**config.mk**
```make
export PLATFORM = sky130hd
export DESIGN_NAME = afifo_rd_packer
export DESIGN_NICKNAME = d
export VERILOG_FILES = /design/src/rtl/afifo_rd_packer.sv
export SDC_FILE = /design/constraint.sdc
export NUM_CORES = 1
export LEC_CHECK = 0
export ABC_AREA = 1
export BUFFER_PORTS_ARGS = -buffer_cell sky130_fd_sc_hd__buf_4
export CAP_MARGIN = 20
export CORE_ASPECT_RATIO = 1.25
export CORE_MARGIN = 2
export CORE_UTILIZATION = 56
export CTS_CLUSTER_SIZE = 28
export DETAILED_ROUTE_END_ITERATION = 16
export PLACE_DENSITY = 0.83
export SLEW_MARGIN = 40
export SYNTH_ARGS = -nofsm -noshare
export SYNTH_HDL_FRONTEND = slang
export SYNTH_SLANG_ARGS = --single-unit
```
**constraint.sdc**
```tcl
create_clock -name rclk -period 2.2 [get_ports rclk]
set_clock_uncertainty 0.2 [all_clocks]
set_input_delay 0.11 -clock rclk [delete_from_list [all_inputs] [get_ports rclk]]
set_output_delay 0.11 -clock rclk [all_outputs]
set_load 0.03 [all_outputs]
```
**src/rtl/afifo_rd_packer.sv**
```systemverilog
// afifo_rd_packer: pops FWFT FIFO words in the read domain and packs PACK of them per valid/ready beat
module afifo_rd_packer #(
    parameter int DATA_WIDTH = 8,
    parameter int PACK       = 4,
    parameter int CNT_WIDTH  = 16
) (
    input  logic                         rclk,
    input  logic                         rrst_n,
    input  logic [DATA_WIDTH-1:0]        rdata,
    input  logic                         rempty,
    output logic                         rinc,
    input  logic                         flush,
    output logic [DATA_WIDTH*PACK-1:0]   m_data,
    output logic [PACK-1:0]              m_keep,
    output logic                         m_last,
    output logic                         m_valid,
    input  logic                         m_ready,
    output logic                         busy,
    output logic [CNT_WIDTH-1:0]         pop_cnt
);
    localparam int FW = $clog2(PACK + 1);

    typedef enum logic {FILL, DRAIN} state_t;

    state_t                      state;
    state_t                      state_nxt;
    logic [FW-1:0]               fcnt;
    logic [DATA_WIDTH-1:0]       acc [PACK];
    logic [DATA_WIDTH*PACK-1:0]  acc_flat;
    logic [PACK:0]               keep_full;
    logic                        out_free;
    logic                        xfer;
    logic                        pop;

    // A beat moves to the output register when the slot is free and either the
    // accumulator is full or a drain has something to close.
    assign out_free = !m_valid || m_ready;
    assign xfer     = out_free && ((fcnt == FW'(PACK)) || (state == DRAIN && fcnt != '0));
    // Popping into a full accumulator is only allowed when it empties this same cycle;
    // reset gates the strobe so nothing is lost from the FIFO while held in reset.
    assign pop      = rrst_n && !rempty && state == FILL && (fcnt < FW'(PACK) || xfer);
    assign rinc     = pop;
    assign busy     = state == DRAIN || fcnt != '0 || m_valid;

    // Flatten the accumulator (word 0 in the LSBs) and build the keep mask for fcnt words.
    always_comb begin
        acc_flat = '0;
        for (int i = 0; i < PACK; i++) acc_flat[i*DATA_WIDTH +: DATA_WIDTH] = acc[i];
        keep_full = ((PACK+1)'(1) << fcnt) - (PACK+1)'(1);
    end

    // Next state: flush opens a drain; a drain closes after its beat leaves or if empty.
    always_comb begin
        state_nxt = state;
        if (state == FILL) begin
            if (flush) state_nxt = DRAIN;
        end else if (fcnt == '0 || xfer) begin
            state_nxt = FILL;
        end
    end

    // State register.
    always_ff @(posedge rclk or negedge rrst_n) begin
        if (!rrst_n) state <= FILL;
        else         state <= state_nxt;
    end

    // Accumulator: a pop coinciding with a transfer starts the next beat at word 0.
    always_ff @(posedge rclk or negedge rrst_n) begin
        if (!rrst_n) begin
            fcnt <= '0;
            for (int i = 0; i < PACK; i++) acc[i] <= '0;
        end else if (xfer) begin
            for (int i = 0; i < PACK; i++) acc[i] <= (pop && i == 0) ? rdata : '0;
            fcnt <= pop ? FW'(1) : '0;
        end else if (pop) begin
            for (int i = 0; i < PACK; i++) if (FW'(i) == fcnt) acc[i] <= rdata;
            fcnt <= fcnt + 1'b1;
        end
    end

    // Output register: loads on transfer, clears its flags on acceptance, holds while stalled.
    always_ff @(posedge rclk or negedge rrst_n) begin
        if (!rrst_n) begin
            m_data  <= '0;
            m_keep  <= '0;
            m_last  <= 1'b0;
            m_valid <= 1'b0;
        end else if (xfer) begin
            m_data  <= acc_flat;
            m_keep  <= keep_full[PACK-1:0];
            m_last  <= state == DRAIN;
            m_valid <= 1'b1;
        end else if (m_valid && m_ready) begin
            m_keep  <= '0;
            m_last  <= 1'b0;
            m_valid <= 1'b0;
        end
    end

    // Free-running count of words popped, wrapping at 2^CNT_WIDTH.
    always_ff @(posedge rclk or negedge rrst_n) begin
        if (!rrst_n)  pop_cnt <= '0;
        else if (pop) pop_cnt <= pop_cnt + 1'b1;
    end
endmodule
```
==> Yosys cells after proc, flatten, opt, wreduce, memory -nomap -nowiden <==
Cells that the tools add are included.
{ "classes": {"multipliers": 0, "add_sub_neg": 3, "magnitude_cmp": 1, "n_bitwise": 1, "n_div": 0, "n_reduce_logical": 26, "mux": 18, "n_shift": 1, "n_eq_ne": 4} }
{ "ops": {"columns": ["operator", "count"], "rows": [
  ["32-bit 2-to-1 mux", 2],
  ["8-bit 2-to-1 mux", 5],
  ["16-bit by 1-bit adder with 16-bit output (second input constant)", 1],
  ["2-bit nonzero test", 6],
  ["4-bit 2-to-1 mux", 2],
  ["2-bit AND reduction", 4],
  ["1-bit 2-to-1 mux", 7],
  ["2-bit by 3-bit equality test with 1-bit output (first input constant)", 2],
  ["1-bit logical AND", 6],
  ["1-bit logical OR", 6],
  ["3-bit 2-to-1 mux", 2],
  ["1-bit by 3-bit left shift with 4-bit output (first input constant)", 1],
  ["4-bit by 2-bit subtractor with 4-bit output (second input constant)", 1],
  ["3-bit by 1-bit adder with 3-bit output (second input constant)", 1],
  ["1-bit by 3-bit equality test with 1-bit output (first input constant)", 1],
  ["3-bit equality test (second input constant)", 1],
  ["3-bit zero test", 1],
  ["3-bit less-than comparator (second input constant)", 1],
  ["3-bit nonzero test", 1],
  ["1-bit zero test", 2],
  ["1-bit NOT", 1]
]} }
{ "totals": {"latch_bits": 0, "ramBits": 0, "n_memories": 0, "regBits": 90, "romBits": 0, "in_bits": 13} }

==> Longest topological paths before layout <==
Gate-level depths: netlist (run 1).
{ "logic_depth": {"ltp_word": 8, "mapped_depth": 10, "depth_no_buf": 10} }

==> Worst setup path before layout (run 1) <==
No wires, ideal clock.
{ "synth_path": {"path_kind": "register to register", "start": "register fcnt[0]", "end": "register pop_cnt[11]", "arrival_ns": 1.558, "setup_time_ns": 0.127, "t_required_ns": 1.873, "path_stages_with_launch": 9, "synth_period_minus_slack_ns": 1.885, "setup_slack_ns": 0.315, "cell_sequence": "dfrtp_1 > inv_1 > ha_1 > o21ai_2 > nand2_4 > buf_6 > a21oi_4 > buf_6 > o21ai_0"} }
{ "synth_via": {"elab_chain_len": 6} }
{ "synth_lines": {"columns": ["element", "line_no", "text"], "rows": [
  ["from (decl)", "27", "logic [FW-1:0] fcnt;"],
  ["from (signal assigned)", "75", "fcnt <= pop ? FW'(1) : '0;"],
  ["from (signal assigned)", "78", "fcnt <= fcnt + 1'b1;"],
  ["parallel branches: the longest is 4 deep, another holds 3-bit less-than comparator", null, null],
  ["1-bit logical OR *", "41", "assign pop = rrst_n && !rempty && state == FILL && (fcnt < FW'(PACK) || xfer);"],
  ["1-bit logical AND *", "41", null],
  ["net rinc", "11", "output logic rinc,"],
  ["to (signal assigned)", "104", "else if (pop) pop_cnt <= pop_cnt + 1'b1;"],
  ["to (decl)", "19", "output logic [CNT_WIDTH-1:0] pop_cnt"]
]} }
Mark *: on every way through the listed nets, which the timed path passes.
A chain may end at the register's enable or synchronous reset.

==> Worst setup path in the final report (run 1) <==
{ "layout_path": {"start": "register fcnt[0]", "end": "output port rinc"} }
{ "layout_via": {"elab_chain_len": 6} }
{ "layout_lines": {"columns": ["element", "line_no"], "rows": [
  ["parallel branches: the longest is 4 deep, another holds 3-bit less-than comparator", null],
  ["1-bit logical OR *", "41"],
  ["1-bit logical AND *", "41"],
  ["to (decl)", "11"]
]} }
Every way passes the cells marked *.

==> results of run 1 <==
[stage by stage]
step	util	std cells	worst slack [ns]	total power [W]	hold slack, ns
after global routing	0.7212	659	0.004168	0.008097	0.1230
after detailed placement	0.6642	626	0.02746	0.006201	-0.2784
after floorplan	-	474	0.3153	0.005029	-0.3856
after CTS	0.7151	655	0.01376	0.007486	0.07926
final	0.7212	659	0.08300	0.007582	0.09248
after global placement	0.6637	626	0.09994	0.006064	-0.2816
[cell type report]
class                      count  share of cell area
clock buffer                  10             0.02752
clock inverter                 6             0.01751
inverter                      44             0.03302
multi-input combinational    325              0.3007
sequential                    90              0.4503
tap                           90             0.02252
timing repair buffer          94              0.1484
[report_power, final]
part	internal [W]	switching, W
logic	0.00122	0.00237
clock network	0.000673	0.000586
registers	0.00231	0.000413
[cell usage after synthesis (all sizes together)]
library cell / count / area share
a21oi: 2 / 0.0053
buf: 12 / 0.019
clkbuf: 3 / 0.0028
dfrtp: 90 / 0.56
ha: 7 / 0.022
inv: 44 / 0.041
nand2: 187 / 0.18
nand3: 23 / 0.029
nand4: 7 / 0.011
nor2: 25 / 0.023
o21ai: 62 / 0.079
o31ai: 1 / 0.0019
or2: 1 / 0.0016
xnor2: 4 / 0.0088
xor2: 6 / 0.013
[flip-flops by register name (all words and copies together) (netlist names)]
signal and cells:
m_data 32, m_last 1, state 1, fcnt 3, m_valid 1, acc 32
m_keep 4, pop_cnt 16
[kinds of logic after synthesis]
group / Yosys count / share of synthesized area
AO/OA/AOI/OAI: 65 / 0.08576
XOR/XNOR: 10 / 0.02191
adder cells (fa/ha/maj): 7 / 0.02191
buffers and inverters: 59 / 0.06291
flip-flops: 90 / 0.5634
AND/OR/NAND/NOR: 243 / 0.2441
[critical path, cell delays in order (launching register included)]
cell and delay (ns):
dfrtp_1 0.42, inv_1 0.12, ha_2 0.22, nand2_1 0.07
o21ai_2 0.10, nand2_4 0.14, a21oi_4 0.19, buf_4 0.18
[how the worst min path moves through the flow]
stage | startpoint | to | cells after the start
CTS | rempty | fcnt[2] | 4
global placement | rrst_n | pop_cnt[6] | 1
floorplan | rrst_n | acc[0] | 0
finish | rempty | fcnt[2] | 4
detailed placement | rrst_n | pop_cnt[5] | 1
global route | rempty | fcnt[2] | 4
[what timing repair did]
item,4_1_cts,5_1_grt
pin swaps,1,2
resized for setup,0,3
cloned,0,0
hold buffers,12,0
setup buffers,1,4
endpoints found under the hold margin,121,0
endpoints found under the setup margin,1,20
[metal layers]
layer  vias up  global-route usage
li1       1674                   -
met1      1640              0.3247
met2       110              0.4312
met3        13             0.03846
met4         0             0.08090
met5         -                   0
==> summary.md, run 1 <==
| Metric | Value |
|---|---|
| Final net count | `584` |
| DR vias | `3437` |
| Area after DPL | `0.004606 mm^2` |
| Top-Level Pins | `69` |
| Die Area | `0.007835 mm^2` |
| Top sig layer | `met4` |
| Initial DRC count | `204` |
| Final Max Slew Viols | `0` |
| Vias in the first global route | `3401` |
| First-pass GRT wire length | `15400 um` |
| Setup TNS | `0 ns` |
| Post-route cell area | `0.005001 mm^2` |
| H-tree levels | `3` |
| Antenna diode count | `0` |
| R2r worst-path depth | `10` |
| Achievable Freq | `472.4 MHz` |
| Commonest non-fill, non-tap cells in the layout | `182 x nand2_1, 90 x dfrtp_1, 81 x buf_4` |
| WP data required | `1.89 ns` |
| Post-Synthesis Cells | `474` |
| Total grt overflow | `0` |
| Initial antenna violation count | `0` |
| Clock root buffer | `clkbuf_8` |
| GRT Util Overall | `0.2506` |
| Met2 wire length | `4824 um` |
| Fraction of the yosys area taken by sequential cells | `0.5634` |
| Fin crit share | `0.9623` |
| Most common cell after layout, fill and taps aside | `nand2_1` |
| Detail Route Antenna Nets | `0` |
| Slew headroom | `0.5519` |
| Num CTS Buffers | `9` |
| Wl on met1 | `3742 um` |
| Syn Nets | `494` |
| Fill cells | `521` |
| CTS tree | `done` |
| GPL Wtd Cong | `0.8691` |
| Power per cell area | `1516 mW/mm^2` |
| Reg2reg setup slack | `0.17 ns` |
| Unrepaired setup endpoints after global routing | `no` |
| Clk Latency, worst-skew pair | `0.36 ns` |
| Maximum number of pins on one net before global-route repair | `88` |
| Ys Warns | `0` |
| Post-route DRC | `0` |
| Min-delay worst type | `input pin to register` |
| Count of different cell masters after synthesis | `23` |
| Area Growth Syn to Fin | `25.10%` |
| Die outline width | `79.57 um` |
| Type of origin of the critical path | `register` |
| Synthesized area | `0.003998 mm^2` |
| Crit Path Class | `register to output pin` |
| Arrival @ worst endpoint | `1.81 ns` |
| Port Buffers | `68` |
| FF+latch count, synth | `90` |
| Post-Route WL | `9210 um` |
| Area of the multi-input gates | `0.001504 mm^2` |
| Worst Path Max Fanout | `11` |
| Worst r2r src | `fcnt[0]` |
| Die Span Y | `98.47 um` |
| Syn_area_per_cell | `8.434 um^2` |
| Post-DP HPWL | `6324 um` |
| Post-layout min period | `2.117 ns` |
| CP endpoint | `rinc` |
| Register area | `0.002252 mm^2` |
| Maximum vdd drop | `0.001084 V` |
| Via-per-instance ratio | `5.215` |
| Clock-pin slew on the worst setup and hold paths | `0.09 ns` |
| Least-Margin Pin Slew | `0.6722 ns` |
| DRT Pass-1 Iters | `7` |
| Outcome | `finished clean` |
| Final Hold Viols | `0` |
| DR WL/cell | `13.98 um` |
| # Max-Cap Violations | `0` |
| FF-to-FF End | `pop_cnt[12]` |
| Lkg Pwr | `2.574 nW` |
| Worst setup EP type | `output pin` |
| Core Area | `0.006934 mm^2` |
| Final setup fails | `0` |
| Initial core utilization | `0.5765` |
| Cell Rows | `34` |
| Share of cells above drive strength 1 | `0.1880` |
| Clk sinks | `90` |
| Max clock buf depth | `2` |
| Met3 wire len | `514 um` |
| Critical Path Start | `fcnt[0]` |
(Power assumes the default switching activity.)
==> run 2: changes to the inputs <==
==> constraint.sdc (replaced) <==
create_clock -name rclk -period 2.2 [get_ports rclk]
set_clock_uncertainty 0.2 [all_clocks]
set_input_delay 0 -clock rclk [delete_from_list [all_inputs] [get_ports rclk]]
set_output_delay 0 -clock rclk [all_outputs]
set_load 0.03 [all_outputs]
==> run 2 against run 1 <==
The run now ends with hold timing left. Largest power group unchanged. Sequential power hardly changed. Sequential share of layout area hardly changed. Via count is 0.32% higher. Register-to-register slack worse by 0.02 ns. Sequential cell count stayed put. Highest routed layer unchanged. Routed wire length is 0.56% lower. Die area stayed put. Largest cell class unchanged. Power is 2.0% lower.
==> summary.md, run 2 (synthesized netlist as in run 1, its figures left out) <==
| Metric | Value |
|---|---|
| Outcome | `finished, violations left` |
| Failing checks | `hold timing` |
| Arrival @ worst endpoint | `1.89 ns (+0.08 ns)` |
| Clk sinks | `90 (unchanged)` |
| Post-Route WL | `9158 um (-0.56%)` |
| Die Area | `0.007835 mm^2 (unchanged)` |
| Die Span Y | `98.47 um (unchanged)` |
| Top-Level Pins | `69 (unchanged)` |
| Vias in the first global route | `3242 (-4.7%)` |
| Final net count | `582 (-0.34%)` |
| Biggest registers after layout | `acc (32), m_data (32), pop_cnt (16)` |
| Unrepaired setup endpoints after global routing | `no` |
| DRT Pass-1 Iters | `5 (-2)` |
| Post-route DRC | `0 (unchanged)` |
| Total grt overflow | `0 (unchanged)` |
| GR Layer Usage met1 | `0.3277 (+0.002914)` |
| Non-filler instance count after layout | `657 (-0.30%)` |
| Power per cell area | `1487 mW/mm^2 (-1.9%)` |
| WP data required | `2.00 ns (+0.11 ns)` |
| Final setup fails | `0 (unchanged)` |
| Achievable Freq | `478.0 MHz (+1.2%)` |
| Clock root buffer | `clkbuf_8` |
| # Max-Cap Violations | `0 (unchanged)` |
| Die outline width | `79.57 um (unchanged)` |
| Cell Rows | `34 (unchanged)` |
| Via-per-instance ratio | `5.248 (+0.63%)` |
| Worst Path Max Fanout | `11 (unchanged)` |
| Initial antenna violation count | `0 (unchanged)` |
| Detail Route Antenna Nets | `0 (unchanged)` |
| Maximum number of pins on one net before global-route repair | `85 (-3.4%)` |
| DR WL/cell | `13.94 um (-0.26%)` |
| Least-Margin Pin Slew | `0.3486 ns (-0.3235 ns)` |
| Clock-pin slew on the worst setup and hold paths | `0.08 ns (about the same)` |
| GRT Util Overall | `0.2497 (-0.0009253)` |
| Met3 GRT Util | `0.04762 (+0.009158)` |
| GPL Wtd Cong | `0.8637 (-0.62%)` |
| Post-DP HPWL | `6352 um (+0.45%)` |
| Most common cell after layout, fill and taps aside | `nand2_1` |
| Grt peak-use layer | `met2` |
| Post-layout min period | `2.092 ns (-0.02480 ns)` |
| Worst hold margin | `-0.007976 ns (-0.1005 ns)` |
| Clk Latency, worst-skew pair | `0.36 ns (about the same)` |
| Min-delay worst type | `input pin to asynchronous set/reset pin` |
| Core Area | `0.006934 mm^2 (unchanged)` |
| Num CTS Buffers | `9 (unchanged)` |
| Initial core utilization | `0.5765 (unchanged)` |
| First-pass GRT wire length | `15200 um (-1.3%)` |
| Crit Path Class | `register to output pin` |
| H-tree levels | `3 (unchanged)` |
| Post-Place Cells | `625 (-0.16%)` |
| Share of cells above drive strength 1 | `0.1799 (-0.008155)` |
| DR vias | `3448 (+0.32%)` |
| Port Buffers | `68 (unchanged)` |
| Commonest non-fill, non-tap cells in the layout | `182 x nand2_1, 90 x dfrtp_1, 77 x buf_4` |
| Setup TNS | `0 ns (unchanged)` |
| Lkg Pwr | `2.564 nW (-0.39%)` |
| Grt met2 use | `0.4131 (-0.01810)` |
| Slew headroom | `0.7667 (+0.2148)` |
| Antenna diode count | `0 (unchanged)` |
| Worst setup EP type | `output pin` |
| Maximum vdd drop | `0.0008539 V (-21%)` |
| Fin crit share | `0.9510 (-0.01127)` |
| Initial DRC count | `307 (+50%)` |
| Area Growth Syn to Fin | `24.98%` |
| Final Hold Viols | `6 (+6)` |
| Type of origin of the critical path | `register` |
| CTS tree | `done` |
| Max clock buf depth | `2 (unchanged)` |
| Final Max Slew Viols | `0 (unchanged)` |
[run 2: cell types whose count changed in the layout (fill, tap and decap cells not counted), sizes merged]
cell | before | now
inv | 45 | 44
buf | 81 | 79
dlygate4sd3 | 12 | 13
[run 2: metrics by stage]
step	cell area (um^2)	total power (W)	setup WS [ns]	utilization
2_1_floorplan	3998	0.005029	0.3153	-
3_3_place_gp	4594	0.006045	0.1684	0.6626
3_5_place_dp	4598	0.006166	0.03453	0.6631
4_1_cts	4954	0.007414	0.02229	0.7144
5_1_grt	4996	0.007971	0.01640	0.7205
6_report	4996	0.007431	0.1078	0.7205
[run 2: worst paths after layout]
kind                       slack (ns)  startpoint    endpoint  depth (start not counted)
max                              0.11     fcnt[0]        rinc                          7
max reg2reg                      0.15     fcnt[0]      acc[1]                         10
min reg2reg                      0.28      acc[4]      acc[4]                          2
min                            -0.008      rrst_n  pop_cnt[8]                          3
min in group rclk                0.23       flush       state                          4
max in group asynchronous        1.16      rrst_n  pop_cnt[0]                          3
[run 2: layout make-up]
class | count | area [um^2]
Sequential cell | 90 | 2252
Multi-Input combinational cell | 325 | 1509
Timing Repair Buffer | 92 | 747.0
Fill cell | 507 | 1938
Tap cell | 90 | 112.6
Clock inverter | 5 | 78.83
Inverter | 44 | 165.2
Clock buffer | 11 | 131.4
[run 2: repair_timing]
action                                  in CTS  in global routing
buffers inserted                             2                  0
endpoints found under the setup margin       1                 30
endpoints found under the hold margin      130                  0
hold buffers                                13                  0
pin swaps                                    1                  1
resized for setup                            0                  4
[run 2: critical path: stages, from the launching register on]
cell and delay (ns):
dfrtp_1 0.42, inv_1 0.12, ha_2 0.23, nand2_1 0.08, o21ai_2 0.11, nand2_4 0.15, a21oi_4 0.23, buf_4 0.20
[run 2: per-layer routing]
metal,vias up,wire [um]
met2,129,4795
met4,0,121
li1,1664,-
met3,12,508
met5,-,0
met1,1643,3732
[run 2: report_power, final]
part | internal (W) | leakage [nW] | switching, W
Sequential | 0.00231 | 1.16 | 0.000404
Combinational | 0.00118 | 1.30 | 0.00234
Clock | 0.000639 | 0.107 | 0.000563
==> run 3: changes to the inputs <==
--- a/config.mk
+++ b/config.mk
@@ -11,8 +11,8 @@
 export CORE_ASPECT_RATIO = 1.25
 export CORE_MARGIN = 2
-export CORE_UTILIZATION = 56
+export CORE_UTILIZATION = 50
 export CTS_CLUSTER_SIZE = 28
 export DETAILED_ROUTE_END_ITERATION = 16
-export PLACE_DENSITY = 0.83
+export PLACE_DENSITY = 0.78
 export SLEW_MARGIN = 40
 export SYNTH_ARGS = -nofsm -noshare
==> constraint.sdc (replaced) <==
create_clock -name rclk -period 1.9 [get_ports rclk]
set_clock_uncertainty 0.2 [all_clocks]
set_input_delay 0.095 -clock rclk [delete_from_list [all_inputs] [get_ports rclk]]
set_output_delay 0.095 -clock rclk [all_outputs]
set_load 0.03 [all_outputs]
==> run 3 against run 2 <==
The flow finishes with violations (setup timing). Worst hold slack improved by 0.11 ns. Clock-buffer cell count rose by 2. Sequential power rose by 18%. Worst setup slack worse by 0.23 ns. Core utilization down 1.9 points. Via count grew 5.2%. Global-route usage down 1.3 points. Sequential share of layout area fell by 3.9 points. Routed wire length is 21% higher. Critical endpoint unchanged.
==> summary.md, run 3 (synthesized netlist as in run 1, its figures left out) <==
| Metric | Value |
|---|---|
| Outcome | `finished, violations left` |
| Lkg Pwr | `2.786 nW (+8.7%)` |
| Post-route DRC | `0 (unchanged)` |
| Post-Route WL | `11060 um (+21%)` |
| Power per cell area | `1856 mW/mm^2 (+25%)` |
| Min-delay worst type | `input pin to register` |
| DR WL/cell | `16.07 um (+15%)` |
| Worst Path Max Fanout | `4 (-7)` |
| Fill cells | `551 (+8.7%)` |
| # Max-Cap Violations | `0 (unchanged)` |
| Cells along the critical path | `inv_2 > ha_4 > nand2_4 > o21ai_4 > nand2_4 > buf_12 > a21oi_4 > buf_8` |
| Initial DRC count | `334 (+8.8%)` |
| Clk sinks | `90 (unchanged)` |
| Core Area | `0.007792 mm^2 (+12%)` |
| Maximum vdd drop | `0.001030 V (+21%)` |
| H-tree levels | `3 (unchanged)` |
| CTS tree | `done` |
| WP data required | `1.60 ns (-0.40 ns)` |
| DR vias | `3626 (+5.2%)` |
| Antenna diode count | `0 (unchanged)` |
| Die outline width | `83.98 um (+5.5%)` |
| Num CTS Buffers | `9 (unchanged)` |
| Worst Setup Slack post-DPL | `-0.1006 ns (-0.1352 ns)` |
| Biggest registers after layout | `acc (32), m_data (32), pop_cnt (16)` |
| Failing checks | `setup timing` |
| Die Area | `0.008731 mm^2 (+11%)` |
| Worst setup EP type | `output pin` |
| Top-Level Pins | `69 (unchanged)` |
| Worst r2r src | `fcnt[0]` |
| CP max stage cell | `dfrtp_1` |
| Share of cells above drive strength 1 | `0.2614 (+0.08149)` |
| Setup TNS | `-2.915 ns (-2.915 ns)` |
| Initial core utilization | `0.5130 (-0.06350)` |
| Cell Rows | `36 (+5.9%)` |
| Clk Latency, worst-skew pair | `0.37 ns (about the same)` |
| Logic pwr share | `0.551 (+0.078)` |
| Most common cell after layout, fill and taps aside | `nand2_1` |
| Fin crit share | `1.065` |
| Crit Path Class | `register to output pin` |
| Worst path bufs/invs | `3 (+1)` |
| Final Hold Viols | `0 (-6)` |
| Psw | `0.004484 W (+36%)` |
| Register area | `0.002253 mm^2 (about the same)` |
| Detail Route Antenna Nets | `0 (unchanged)` |
| Critical Path Start | `fcnt[0]` |
| Achievable Freq | `494.1 MHz` |
| Power share of the sequential group | `0.315 (-0.050)` |
| Clock root buffer | `clkbuf_8` |
| Commonest non-fill, non-tap cells in the layout | `170 x nand2_1, 91 x buf_4, 89 x dfrtp_1` |
| Via-per-instance ratio | `5.270 (+0.42%)` |
| Startpoint of the worst hold path | `rempty` |
| CP dominant cell by count | `nand2_4` |
| Unrepaired setup endpoints after global routing | `yes` |
| Arrival @ worst endpoint | `1.73 ns (-0.16 ns)` |
| Slew headroom | `0.5764 (-0.1903)` |
| Post-layout min period | `2.024 ns` |
| GPL Wtd Cong | `0.8328 (-3.6%)` |
| Max clock buf depth | `2 (unchanged)` |
| Post-DP HPWL | `6578 um (+3.6%)` |
| Type of origin of the critical path | `register` |
| Port Buffers | `68 (unchanged)` |
| Least-Margin Pin Slew | `0.6354 ns (+0.2868 ns)` |
| Clk pwr share | `0.134 (-0.028)` |
| Vias in the first global route | `3498 (+7.9%)` |
| CP peak stage delay | `0.40 ns (-0.02 ns)` |
| Final setup fails | `50 (+50)` |
| Switching share of power | `0.4417 (-0.003035)` |
| Final net count | `608 (+4.5%)` |
| GRT Util Overall | `0.2370 (-0.01269)` |
| Die Span Y | `104.0 um (+5.6%)` |
| Setup ws final | `-0.1240 ns (-0.2318 ns)` |
| CP delay by family, top | `flip-flops` |
| Clock-pin slew on the worst setup and hold paths | `0.09 ns (about the same)` |
| Maximum number of pins on one net before global-route repair | `51 (-40%)` |
| Area Growth Syn to Fin | `36.84%` |
| Int Pwr | `0.005667 W (+37%)` |
| Area of the multi-input gates | `0.001642 mm^2 (+8.8%)` |
| First-pass GRT wire length | `16650 um (+9.5%)` |
| Final Max Slew Viols | `0 (unchanged)` |
| DRT Pass-1 Iters | `5 (unchanged)` |
| Total grt overflow | `0 (unchanged)` |
| Initial antenna violation count | `0 (unchanged)` |
run 3: per-stage QoR:
step                      instances  power (W)    util  instance area [um^2]  hold WS, ns
after floorplan                 474   0.005823       -                  3998      -0.4006
after global placement          644   0.007278  0.6103                  4756     0.004765
after detailed placement        644   0.007415  0.6103                  4756      0.01364
after CTS                       679   0.009143  0.6680                  5205      0.01400
after global routing            688    0.01076  0.7020                  5470       0.1076
final                           688    0.01015  0.7020                  5470      0.09956
run 3: layout make-up:
type,instances,area share
multi-input cells,325,0.3001
flip-flops and latches,90,0.4119
clock buffers,13,0.02905
inverters,44,0.03065
repair buffers,118,0.1981
well taps,95,0.02173
clock inverters,3,0.008463
run 3: worst paths after layout:
kind                               end  slack [ns]  depth (start not counted)
hold reg to reg                 acc[6]        0.28                          2
hold / removal                 fcnt[2]         0.1                          5
max in group asynchronous      fcnt[2]        0.26                          4
min in group asynchronous  pop_cnt[12]        0.17                          3
setup / recovery                  rinc       -0.12                          8
setup reg to reg               acc[23]       -0.12                         12
run 3: what timing repair did:
item | CTS | global route
gates cloned | 1 | 5
endpoints found under the setup margin | 25 | 61
hold endpoints to repair | 74 | 0
buffers inserted | 7 | 5
pin swaps | 3 | 5
gates resized for setup | 14 | 69
hold buffers | 11 | 0
run 3: power groups by stage:
| stage | registers [W] | logic (W) | clock network (W) |
|---|---|---|---|
| global placement | 0.00314 | 0.00414 | 0 |
| floorplan | 0.00386 | 0.00196 | 0 |
| CTS | 0.00315 | 0.00462 | 0.00138 |
| global route | 0.00327 | 0.00601 | 0.00147 |
| finish | 0.00320 | 0.00560 | 0.00136 |
| detailed placement | 0.00316 | 0.00426 | 0 |
run 3: worst min-delay path: cells and delay by family:
| kind | cells | cell delay, ns |
|---|---|---|
| compound gates | 1 | 0.10 |
| buf+inv | 2 | 0.30 |
| simple gates | 2 | 0.13 |
run 3: layer usage:
metal / share of wire / track usage / up-vias / wire length (um)
met2: 0.53 / 0.4040 / 131 / 5842
met4: 0.031 / 0.08986 / 0 / 342
met3: 0.049 / 0.04683 / 33 / 545
li1: - / - / 1717 / -
met1: 0.39 / 0.2975 / 1745 / 4328
met5: 0 / 0 / - / 0
